`src/rtl/char_ram_arbiter.sv`:
```
// Character RAM arbiter: one RAM slot per cycle shared by VGA fetches, a CPU read
// FSM and a small CPU write queue (priority VGA > read > queued write).
module char_ram_arbiter #(
    parameter int ADDR_W      = 13,
    parameter int DATA_W      = 16,
    parameter int WFIFO_DEPTH = 4
) (
    input  logic              clk,
    input  logic              rst,
    input  logic              cpu_we,
    input  logic [ADDR_W-1:0] cpu_addr,
    input  logic [DATA_W-1:0] cpu_wdata,
    input  logic              cpu_re,
    output logic              cpu_ready,
    output logic [DATA_W-1:0] cpu_rdata,
    output logic              cpu_rvalid,
    output logic              cpu_rbusy,
    input  logic              vga_req,
    input  logic [ADDR_W-1:0] vga_addr,
    output logic [DATA_W-1:0] vga_data,
    output logic              vga_valid,
    output logic [ADDR_W-1:0] ram_addr,
    output logic [DATA_W-1:0] ram_din,
    output logic              ram_we,
    input  logic [DATA_W-1:0] ram_dout,
    output logic              err_ovf
);
    localparam int PTR_W   = $clog2(WFIFO_DEPTH);
    localparam int VGA_LAT = 2;

    typedef struct packed {
        logic [ADDR_W-1:0] addr;
        logic [DATA_W-1:0] data;
    } wr_entry_t;

    typedef enum logic [1:0] {R_IDLE, R_WAIT, R_ISSUE, R_DATA} rd_state_t;

    wr_entry_t        fifo_mem [WFIFO_DEPTH];
    logic [PTR_W-1:0] wr_ptr, rd_ptr;
    logic [PTR_W:0]   count;
    logic             full, empty;
    logic             push_req, rd_grant, wr_slot, pop, bypass, store;
    wr_entry_t        head;

    rd_state_t         rd_state, rd_next;
    logic [ADDR_W-1:0] rd_addr;

    logic [VGA_LAT:1]  vld_pipe;

    assign full      = (count == (PTR_W+1)'(WFIFO_DEPTH));
    assign empty     = (count == '0);
    assign cpu_ready = ~full;
    assign push_req  = cpu_we & ~full;

    // The read takes the slot one cycle before R_ISSUE so its address sits on
    // ram_addr during R_ISSUE and ram_dout is valid in R_DATA.
    assign rd_grant  = (rd_state == R_WAIT) & empty & ~vga_req;
    assign wr_slot   = ~vga_req & (rd_state != R_ISSUE) & ~rd_grant;
    assign pop       = wr_slot & ~empty;
    // An empty queue with a free slot writes straight through without storing.
    assign bypass    = wr_slot & empty & push_req;
    assign store     = push_req & ~bypass;
    assign head      = empty ? wr_entry_t'{addr: cpu_addr, data: cpu_wdata} : fifo_mem[rd_ptr];

    always_ff @(posedge clk) begin
        if (store) fifo_mem[wr_ptr] <= wr_entry_t'{addr: cpu_addr, data: cpu_wdata};
    end

    always_ff @(posedge clk or negedge rst) begin
        if (!rst) begin
            wr_ptr  <= '0;
            rd_ptr  <= '0;
            count   <= '0;
            err_ovf <= 1'b0;
        end else begin
            if (store) wr_ptr <= wr_ptr + 1'b1;
            if (pop)   rd_ptr <= rd_ptr + 1'b1;
            case ({store, pop})
                2'b10:   count <= count + 1'b1;
                2'b01:   count <= count - 1'b1;
                default: count <= count;
            endcase
            if (cpu_we && full) err_ovf <= 1'b1;
        end
    end

    always_comb begin
        rd_next = rd_state;
        case (rd_state)
            R_IDLE:  if (cpu_re) rd_next = R_WAIT;
            R_WAIT:  if (rd_grant) rd_next = R_ISSUE;
            R_ISSUE: rd_next = R_DATA;
            R_DATA:  rd_next = R_IDLE;
            default: rd_next = R_IDLE;
        endcase
    end

    always_ff @(posedge clk or negedge rst) begin
        if (!rst) begin
            rd_state   <= R_IDLE;
            rd_addr    <= '0;
            cpu_rdata  <= '0;
            cpu_rvalid <= 1'b0;
        end else begin
            rd_state   <= rd_next;
            cpu_rvalid <= (rd_state == R_DATA);
            if (rd_state == R_IDLE && cpu_re) rd_addr <= cpu_addr;
            if (rd_state == R_DATA) cpu_rdata <= ram_dout;
        end
    end

    assign cpu_rbusy = (rd_state != R_IDLE) | cpu_rvalid;

    always_ff @(posedge clk or negedge rst) begin
        if (!rst) begin
            ram_addr <= '0;
            ram_din  <= '0;
            ram_we   <= 1'b0;
        end else if (vga_req) begin
            ram_addr <= vga_addr;
            ram_we   <= 1'b0;
        end else if (rd_grant) begin
            ram_addr <= rd_addr;
            ram_we   <= 1'b0;
        end else if (pop || bypass) begin
            ram_addr <= head.addr;
            ram_din  <= head.data;
            ram_we   <= 1'b1;
        end else begin
            ram_we   <= 1'b0;
        end
    end

    always_ff @(posedge clk or negedge rst) begin
        if (!rst) vld_pipe <= '0;
        else      vld_pipe <= {vld_pipe[VGA_LAT-1:1], vga_req};
    end

    assign vga_valid = vld_pipe[VGA_LAT];
    assign vga_data  = ram_dout;

endmodule

```
`config.mk`:
```
export PLATFORM = sky130hd
export DESIGN_NAME = char_ram_arbiter
export DESIGN_NICKNAME = d
export VERILOG_FILES = /design/src/rtl/char_ram_arbiter.sv
export SDC_FILE = /design/constraint.sdc
export NUM_CORES = 1
export LEC_CHECK = 0
export ABC_CLOCK_PERIOD_IN_PS = 5500
export BUFFER_PORTS_ARGS = -buffer_cell sky130_fd_sc_hd__buf_2
export CAP_MARGIN = 20
export CORE_MARGIN = 2
export CORE_UTILIZATION = 45
export DETAILED_ROUTE_END_ITERATION = 8
export GPL_TIMING_DRIVEN = 0
export HOLD_SLACK_MARGIN = 0.02
export PLACE_DENSITY = 0.66
export RECOVER_POWER = 100
export SYNTH_ARGS = -nofsm -noshare
export SYNTH_HDL_FRONTEND = slang
export SYNTH_SLANG_ARGS = --single-unit
```
`constraint.sdc`:
```
create_clock -name clk -period 5.5 [get_ports clk]
set_input_delay 0.275 -clock clk [delete_from_list [all_inputs] [get_ports clk]]
set_output_delay 0.275 -clock clk [all_outputs]
set_load 0.01 [all_outputs]
```
### Yosys cells after proc, flatten, opt, wreduce, memory -nomap -nowiden

Memory sizes are Yosys's and may differ from the RTL's.
Index checks and enable logic that the tools add are counted.

| storage, ports and cells | value |
|---|---|
| bits in registers | 72 |
| memory bits (writable) | 116 |
| input port bits | 63 |
| output and inout bits | 67 |
| word-level logic and storage cells | 64 |
| memories kept | 1 |

| operators by class | value |
|---|---|
| add/subtract/negate cells | 4 |
| equal/unequal tests | 9 |
| muxes and demuxes | 13 |
| bitwise logic cells | 15 |
| reduce and logical (&&, ||, !) cells | 10 |

Memories:

| memory | words | width | rd ports | clocked after memory_dff | write ports | line | text |
|---|---|---|---|---|---|---|---|
| fifo_mem | 4 | 29 | 1 | 0 | 1 | 38 | `wr_entry_t fifo_mem [WFIFO_DEPTH];` |

Operators with widths:

| kind | number |
|---|---|
| $mux W13 | 3 |
| $mux W29 | 1 |
| $and A1 B1 Y1 | 9 |
| $pmux W2 S4 | 1 |
| $eq A2 B2 Y1 const B | 3 |
| $ne A2 B2 Y1 const B | 3 |
| $pmux W3 S2 | 1 |
| $mux W1 | 5 |
| $not A1 Y1 | 5 |
| $add A2 B1 Y2 const B | 2 |
| $eq A2 B1 Y1 const B | 2 |
| $mux W2 | 2 |
| $reduce_bool A2 Y1 | 2 |
| $add A3 B1 Y3 const B | 1 |
| $eq A3 B3 Y1 const B | 1 |
| $logic_not A3 Y1 | 1 |
| $reduce_and A3 Y1 | 1 |
| $reduce_bool A3 Y1 | 1 |
| $sub A3 B1 Y3 const B | 1 |
| $logic_and A1 B1 Y1 | 2 |
| $logic_not A2 Y1 | 1 |
| $reduce_and A2 Y1 | 1 |
| $logic_or A1 B1 Y1 | 1 |
| $or A1 B1 Y1 | 1 |

### Depth between registers and ports, before layout

Gate-level depths: netlist of the first run.

| logic depth | value |
|---|---|
| depth after elaboration | 11 |
| depth in mapped cells | 12 |
| mapped depth without buffers | 11 |

### Worst setup path after synthesis of the first run

OpenSTA, ideal clock, no wires.

| timing path | value |
|---|---|
| path type | reg2reg |
| start point | register rd_state[1] |
| end point | memory fifo_mem[0][0] (netlist name) (enable) |
| setup time | 0.389 ns |
| data arrival time | 2.037 ns |
| data required time | 5.111 ns |
| setup slack | 3.074 ns |
| cell stages (with the launch flop) | 7 |
| buffers on the path | 1 |
| period minus slack after synthesis | 2.426 ns |
| cell sequence | dfrtp_1 > inv_1 > ha_1 > clkbuf_1 > nor3_1 > o21ai_0 > and3_1 |

| between the ends | value |
|---|---|
| word-level cells in the longest chain between the ends | 11 |
| elaborated cells on any way between the ends | 13 |
| classes of those cells | 2 x eq/ne; 2 x mux; 9 x bitwise |

RTL lines:

| item | line | text |
|---|---|---|
| start, declared | 45 | `rd_state_t rd_state, rd_next;` |
| start signal, assigned | 105 | `rd_state <= rd_next;` |
| $eq A2 B1 Y1 | 57 | `assign rd_grant = (rd_state == R_WAIT) & empty & ~vga_req;` |
| $and A1 B1 Y1 (2 in series) | 57 |  |
| $not A1 Y1 (no source line) | - |  |
| $and A1 B1 Y1 * | 58 | `assign wr_slot = ~vga_req & (rd_state != R_ISSUE) & ~rd_grant;` |
| $and A1 B1 Y1 * (2 in series) | 61 | `assign bypass = wr_slot & empty & push_req;` |
| $not A1 Y1 * | 62 | `assign store = push_req & ~bypass;` |
| $and A1 B1 Y1 * | 62 |  |
| $mux W1 * | 66 | `if (store) fifo_mem[wr_ptr] <= wr_entry_t'{addr: cpu_addr, data: cpu_wdata};` |
| $mux W1 (not written as such) * | 66 |  |
| end, declared | 38 |  |

Mark *: on every way between the ends. The rest lies on a longest branch, timed or not.

### Worst setup path in the final report of the first run

| timing path | value |
|---|---|
| start point | register rd_state[1] |
| end point | memory fifo_mem[1][15] (netlist name) (enable) |

The elaborated chain is that of the path after synthesis.

==> results of run 1 <==
==> registers in the layout, indices dropped and copies added, names as in the netlist <==
signal and cells:
wr_ptr 2, err_ovf 1, rd_addr 13, fifo_mem 116, rd_ptr 2, ram_din 16
count 3, vld_pipe 2, cpu_rdata 16, cpu_rvalid 1, ram_addr 13, rd_state 2
ram_we 1
==> cell families (layout without fill, tap and decap cells) <==
kind of cell             after synthesis  count (layout)  synth area share, %
flip-flops                           188             188                 69.2
XOR/XNOR                               6               6                0.688
adder cells (fa/ha/maj)               11              11                 1.90
multiplexers                          74              74                 15.0
AND/OR/NAND/NOR                       96              96                 5.09
AO/OA/AOI/OAI                         48              48                 4.26
buffers and inverters                 51             215                 3.93
==> critical path, stage by stage, from the launching register on <==
cell and delay (ps):
dfrtp_1 410, inv_1 120, ha_1 150, clkbuf_1 370, nor3_1 80, o21ai_0 360, and3_1 1350
==> power breakdown <==
part	leakage (nW)	switching (mW)	internal, mW
sequential	1.90	0.192	1.97
clock	0.263	0.509	0.679
combinational	1.18	0.950	0.734
total	3.34	1.65	3.38
==> through the flow <==
stage	util, %	setup slack [ps]	hold WS [ps]	std cells	power (mW)
after floorplan	-	3070	-20.6	474	3.34
after detailed placement	51.8	2780	131	824	3.95
after global placement	51.6	2260	332	823	3.88
after CTS	55.4	2770	66.5	858	5.14
after global routing	54.5	1900	85.1	858	5.34
final	54.5	2230	93.8	858	5.04
==> layout make-up <==
type / instances / area, sq um
Tap cell: 220 / 275
Clock buffer: 21 / 450
Sequential cell: 188 / 5290
Timing Repair Buffer: 132 / 571
Clock inverter: 11 / 120
Fill cell: 1422 / 7540
Inverter: 9 / 33.8
Buffer: 42 / 254
Multi-Input combinational cell: 235 / 2050
==> metal layers <==
| metal | global-route usage, % | up-vias |
|---|---|---|
| met3 | 4.04 | 16 |
| met5 | 0 | - |
| met2 | 30.6 | 150 |
| met1 | 26.0 | 2329 |
| met4 | 6.73 | 0 |
| li1 | - | 2073 |
==> cell usage in the layout (no fill, tap or decap), types with 2 or more instances in the layout <==
cell type      instances
nand2_1               38
nor2_1                46
dfrtp_1               72
a21oi_1               13
buf_8                  2
xor2_1                 3
clkbuf_1             119
mux2_2                31
clkinvlp_4             5
or4_1                  2
a31oi_1               16
and3_1                 4
a221oi_1              13
dlygate4sd3_1          2
clkbuf_16             17
nor3_1                 3
mux2i_1               14
buf_4                 16
o21ai_0                3
inv_1                  9
ha_1                  10
mux4_2                29
edfxtp_1             116
bufinv_16              2
xnor2_1                3
clkinv_2               2
buf_2                 36
nand2b_1               2
==> final timing paths <==
check	to	slack, ps
max reg2reg	fifo_mem[1][15]	2230
min	cpu_rdata[7]	90
max in group asynchronous	ram_addr[7]	4290
min in group asynchronous	ram_din[3]	440
min reg2reg	vld_pipe[2]	350
max	fifo_mem[1][15]	2230
==> cells in the mapped netlist (12+ instances only) <==
cell      number
nor2_1        46
a31oi_1       16
mux2i_1       14
clkbuf_1      12
nand2_1       38
mux2_2        31
mux4_2        29
dfrtp_1       72
buf_4         16
a221oi_1      13
edfxtp_1     116
a21oi_1       13
==> reports/results.tsv, run 1 <==
metric	value	unit
outcome	finished, violations left	
failing checks	max-capacitance violations, max-slew violations	
top_reg_cell synth	edfxtp_1	
TritonCTS clock tree	done	
initial antenna violation count	0	
Required @ worst endpoint	5520	ps
cell area after layout	9040	sq um
area share of the largest cell type after synthesis	45.6	%
Routed met2 length	7850	um
H-tree depth	4	
number of flops mapped to enable cells by yosys	116	
Final Hold Fails	0	
CTS clk-pin slew, worst paths	70	ps
share of layout cells above drive strength 1	22.7	%
count of cells resized by post-cts repair	0	
WP data arrival	3300	ps
GRT Total Usage	19.0	%
Netlist cell types	30	
ANT cells	0	
final WL	16200	um
Initial Util	46.1	%
remaining global-route overflow	0	
register bit total from synthesis	188	
Area growth, synth to finish	18.3	%
Worst-Skew Late Latency	430	ps
Via density	5.32	
ANT nets after route	0	
Peak VDD IR	0.257	mV
mapped cell area	7640	sq um
WL met1	7260	um
Cell Area, Placed	8600	sq um
FP Rows	47	
Post-DP HPWL	10500	um
# setup viols final	0	
Critical R2R Launch	rd_state[1]	
Crit Path Category	reg -> reg	
ranking of synthesized cells by area	edfxtp_1, dfrtp_1, mux4_2	
PD cells	557	nW/um^2
Yosys Warn Count	0	
Setup Fix Bufs, Post-CTS	0	
Async S/R FF share, synth	38.3	%
largest net degree at the start of global routing	64	
WL met3	883	um
die area	18000	sq um
Mapped Cells	474	
fin crit period	3270	ps
DRC Markers	0	
first-pass GRT wire length	25900	um
Fin Clk Skew	5.89	ps
Mapped Nets	548	
unrepaired setup endpoints after global routing	false	
cts hold-fix bufs	2	
Pleak	3.34	nW
chip width	134	um
Core ar.	16600	sq um
max_cap viols	4	
DR iter-0 viols	349	
Nets	699	
Final Wtd Congestion	0.704	
Initial DRT Pass Iterations	4	
Highest Clock Rate	305	MHz
startpoint types	register	
Seq/Total Area, Yosys	69.2	%
deepest clock path buffer count	2	
highest routing layer actually used	met4	
hold path startpoint	ram_dout[7]	
Ports	130	
via count	4568	
post-synthesis area per instance	16.1	sq um
max_slew headroom	-10.7	%
r2r worst-path depth	6	
area leader, netlist	edfxtp_1	
CP endpoint kind	register	
vias in the first global route	4760	
final slew viol count	120	
die height	134	um
worst-path maximum fanout	29	
CTS sink count	188	
Clock Tree Root	clkbuf_16	
setup TNS	0	ps
Hold Path Depth	2	
hold crit path type	in -> reg	
IO Port Bufs	129	
Tcrit/Tclk final	59.5	%
CP Launch Point	rd_state[1]	
worst slew pin tran	1660	ps
CTS Buf Count	17	
WL/cell	18.9	um
Note: power is estimated with default switching activity, not from simulation.
==> run 2, diff against run 1 <==
Settings changed: ABC_CLOCK_PERIOD_IN_PS 5500 to 3110.
Clock period 5.5 ns to 3.11 ns, I/O delays scaled along.
==> reports/results.tsv, run 2 (synthesis results as in run 1) <==
metric	value	unit	change
outcome	finished, violations left		
failing checks	max-capacitance violations, max-slew violations		
Setup Fix Bufs, Post-CTS	0		unchanged
FILL cells	1386		-2.5%
Tcrit/Tclk final	89.4	%	+30 points
CP dominant cell by count	clkbuf_1		
Highest Clock Rate	360	MHz	+18%
worst slew pin tran	1670	ps	+8.17 ps
final slew viol count	64		-47%
Nets	744		+6.4%
ANT cells	0		unchanged
Ports	130		unchanged
share of layout cells above drive strength 1	22.0	%	-0.77 points
cells along the critical path	inv_1, ha_1, clkbuf_1, nand2b_1, a211oi_1, clkbuf_1, nor2_1, a31oi_1		
vias in the first global route	4985		+4.7%
fin worst setup slack	330	ps	-1900 ps
WL/cell	18.5	um	-2.0%
Initial Util	46.1	%	unchanged
FP Rows	47		unchanged
initial antenna violation count	0		unchanged
CTS clk-pin slew, worst paths	60	ps	about the same
deepest clock path buffer count	2		unchanged
Post-DP HPWL	10500	um	unchanged
chip width	134	um	unchanged
fin crit period	2780	ps	-494 ps
CP endpoint kind	register		
hold crit path type	in -> reg		
Worst-Skew Late Latency	430	ps	about the same
first-pass GRT wire length	26700	um	+3.1%
GRT Total Usage	19.5	%	+0.48 points
Fin Clk Skew	6.85	ps	+0.959 ps
TritonCTS clock tree	done		
Core Util, Final	57.1	%	+2.6 points
max reg flops	116		unchanged
total chip power	8.95	mW	+78%
Required @ worst endpoint	3450	ps	-2070 ps
H-tree depth	4		unchanged
commonest non-fill, non-tap cell in the layout	clkbuf_1		
Worst Path Buf+Inv	3		+1
max_slew headroom	-11.3	%	-0.54 points
CP peak stage delay	790	ps	-560 ps
max_cap viols	1		-3
startpoint types	register		
cts hold-fix bufs	47		+45
count of cells resized by post-cts repair	0		unchanged
Clock Tree Root	clkbuf_16		
top flop regs	fifo_mem x116, cpu_rdata x16, ram_din x16		
Peak VDD IR	0.453	mV	+77%
CTS sink count	188		unchanged
worst-path maximum fanout	10		-66%
Pleak	3.52	nW	+5.3%
die height	134	um	unchanged
Via density	5.22		-1.9%
Setup WS pre-CTS	387	ps	-2390 ps
Final Hold Fails	0		unchanged
most frequent cells in the layout	clkbuf_1, edfxtp_1, dfrtp_1		
Initial DRT Pass Iterations	4		unchanged
WP data arrival	3120	ps	-180 ps
final WL	16700	um	+3.1%
# setup viols final	0		unchanged
DR iter-0 viols	348		-0.29%
DRC Markers	0		unchanged
Crit-path slowest cell	a211oi_1		
remaining global-route overflow	0		unchanged
die area	18000	sq um	unchanged
Crit path max-delay family	compound AO/OA/AOI/OAI gates		
Final Wtd Congestion	0.704		unchanged
IO Port Bufs	129		unchanged
Crit Path Category	reg -> reg		
Reg with most FFs	fifo_mem		
PD cells	945	nW/um^2	+70%
via count	4715		+3.2%
ANT nets after route	0		unchanged
Area growth, synth to finish	24.0	%	
unrepaired setup endpoints after global routing	false		
Core ar.	16600	sq um	unchanged
largest net degree at the start of global routing	64		unchanged
CTS Buf Count	17		unchanged
-- run 2: worst paths after layout --
kind / from / end / slack (ps) / cells after the start
worst max-delay path: rd_state[1] / ram_din[3] / 330 / 8
min in group asynchronous: rst / ram_din[3] / 270 / 2
worst max register to register: rd_state[1] / ram_din[3] / 330 / 8
max in group asynchronous: rst / ram_addr[7] / 820 / 3
worst min register to register: vld_pipe[1] / vld_pipe[2] / 350 / 0
worst min-delay path: vga_addr[12] / ram_addr[12] / 50 / 3
-- run 2: power by group --
group / total (mW) / internal (mW) / switching [mW]
registers: 3.82 / 3.48 / 0.342
clock network: 2.10 / 1.20 / 0.898
logic: 3.03 / 1.33 / 1.69
-- run 2: metrics by stage --
step	std cells	instance area, sq um	setup TNS [ps]	hold slack [ps]
CTS	903	9640	0	29.8
detailed placement	824	8600	0	11.9
finish	903	9470	0	54.1
global placement	823	8560	-14030	291
floorplan	474	7640	0	-140
global route	903	9470	0	64.4
-- run 2: layer usage --
metal,GRT usage [%],share of wire [%],up-vias
met5,0,0,-
met4,6.73,1.2,0
met1,26.4,45,2391
met3,3.70,4.4,14
li1,-,-,2164
met2,32.1,50,146
-- run 2: worst min-delay path: cells and delay by family --
family          cells  cell delay, ps
buf+inv             1              80
compound gates      2             200
-- run 2: layout make-up --
class	instances	area [sq um]	area share (%)
clock inverter	11	120	1.27
multi-input combinational	235	2050	21.7
timing repair buffer	177	998	10.5
sequential	188	5290	55.8
clock buffer	21	450	4.75
tap	220	275	2.91
inverter	9	33.8	0.357
buffer	42	255	2.69
==> run 3, diff against run 2 <==
Settings changed: ABC_CLOCK_PERIOD_IN_PS 3110 to 3400.
Clock period 3.11 ns to 3.4 ns, I/O delays scaled along.
==> reports/results.tsv, run 3 (synthesis results as in run 1) <==
metric	value	unit	change
outcome	finished, violations left		
failing checks	max-capacitance violations, max-slew violations		
Cell Area, Placed	8600	sq um	unchanged
total chip power	8.18	mW	-8.5%
TritonCTS clock tree	done		
Clock Tree Root	clkbuf_16		
Final Hold Fails	0		unchanged
fin crit period	2830	ps	+53.4 ps
H-tree depth	4		unchanged
Via density	5.22		about the same
Initial DRT Pass Iterations	4		unchanged
WP data arrival	3170	ps	+50 ps
top flop regs	fifo_mem x116, cpu_rdata x16, ram_din x16		
Peak VDD IR	0.414	mV	-8.5%
Reg with most FFs	fifo_mem		
DR iter-0 viols	348		unchanged
Highest Clock Rate	353	MHz	-1.9%
Register-to-Register Setup Slack	570	ps	+240 ps
Nets	744		unchanged
deepest clock path buffer count	2		unchanged
# setup viols final	0		unchanged
hold crit path type	in -> reg		
final WL	16700	um	unchanged
vias in the first global route	4985		unchanged
Core Util, Final	57.1	%	about the same
CTS Buf Count	17		unchanged
PD cells	864	nW/um^2	-8.5%
worst-path maximum fanout	10		unchanged
max_cap viols	1		unchanged
setup TNS	0	ps	unchanged
worst hold slack after final layout	68.6	ps	+14.5 ps
Tcrit/Tclk final	83.3	%	-6.1 points
unrepaired setup endpoints after global routing	false		
max reg flops	116		unchanged
GRT Total Usage	19.5	%	unchanged
CP endpoint kind	register		
Setup Fix Bufs, Post-CTS	0		unchanged
FP Rows	47		unchanged
remaining global-route overflow	0		unchanged
CTS sink count	188		unchanged
die area	18000	sq um	unchanged
Required @ worst endpoint	3740	ps	+290 ps
cell area after layout	9470	sq um	about the same
chip width	134	um	unchanged
ANT cells	0		unchanged
share of layout cells above drive strength 1	21.8	%	-0.15 points
count of cells resized by post-cts repair	0		unchanged
Final Wtd Congestion	0.704		unchanged
worst slew pin tran	1670	ps	unchanged
largest net degree at the start of global routing	64		unchanged
Initial Util	46.1	%	unchanged
max_slew headroom	-11.3	%	unchanged
initial antenna violation count	0		unchanged
CTS clk-pin slew, worst paths	60	ps	about the same
Fin Clk Skew	6.85	ps	unchanged
IO Port Bufs	129		unchanged
most frequent cells in the layout	clkbuf_1, edfxtp_1, dfrtp_1		
DRC Markers	0		unchanged
final slew viol count	64		unchanged
commonest non-fill, non-tap cell in the layout	clkbuf_1		
WL/cell	18.5	um	unchanged
Post-DP HPWL	10500	um	unchanged
via count	4716		+0.021%
startpoint types	register		
Core ar.	16600	sq um	unchanged
ANT nets after route	0		unchanged
Area growth, synth to finish	24.0	%	about the same
Ports	130		unchanged
Crit Path Category	reg -> reg		
die height	134	um	unchanged
first-pass GRT wire length	26700	um	unchanged
Worst-Skew Late Latency	430	ps	about the same
Pleak	3.51	nW	about the same
run 3: metal layers:
layer	global-route usage, %	share of wire [%]	vias to the layer above
li1	-	-	2164
met1	26.4	45	2392
met2	32.1	50	146
met3	3.70	4.4	14
met4	6.73	1.2	0
met5	0	0	-
run 3: metrics by stage:
step,cells,setup WS (ps)
after floorplan,474,974
after global placement,823,163
after detailed placement,824,677
after CTS,903,666
after global routing,903,317
final,903,567
run 3: worst paths after layout:
check	from	to	depth (start not counted)
worst min-delay path	vga_addr[12]	ram_addr[12]	3
max in group asynchronous	rst	ram_addr[7]	3
worst max-delay path	rd_state[1]	ram_din[12]	8
worst max register to register	rd_state[1]	ram_din[12]	8
worst min register to register	vld_pipe[1]	vld_pipe[2]	0
min in group asynchronous	rst	ram_din[3]	2
run 3: power breakdown:
group          internal (mW)  leakage [nW]  total, mW  switching (mW)
sequential              3.18          1.90       3.50           0.313
combinational           1.22          1.35       2.77            1.55
clock                   1.10         0.263       1.92           0.821
run 3: repair_timing:
| item | CTS | global route |
|---|---|---|
| hold buffers | 47 | 0 |
| setup endpoints to repair | 0 | 0 |
| hold endpoints to repair | 207 | 0 |
run 3: final cells by class:
type	instances	area, sq um
Buffer	42	254
Clock inverter	11	120
Fill cell	1387	7110
Multi-Input combinational cell	235	2050
Tap cell	220	275
Inverter	9	33.8
Sequential cell	188	5290
Clock buffer	21	450
Timing Repair Buffer	177	998
run 3: critical path, stage by stage (launching register included):
cell and delay, ps:
dfrtp_1 400, inv_1 100, ha_1 180, clkbuf_1 230
nand2b_1 220, a211oi_1 800, clkbuf_1 560, nor2_1 80
a31oi_1 170
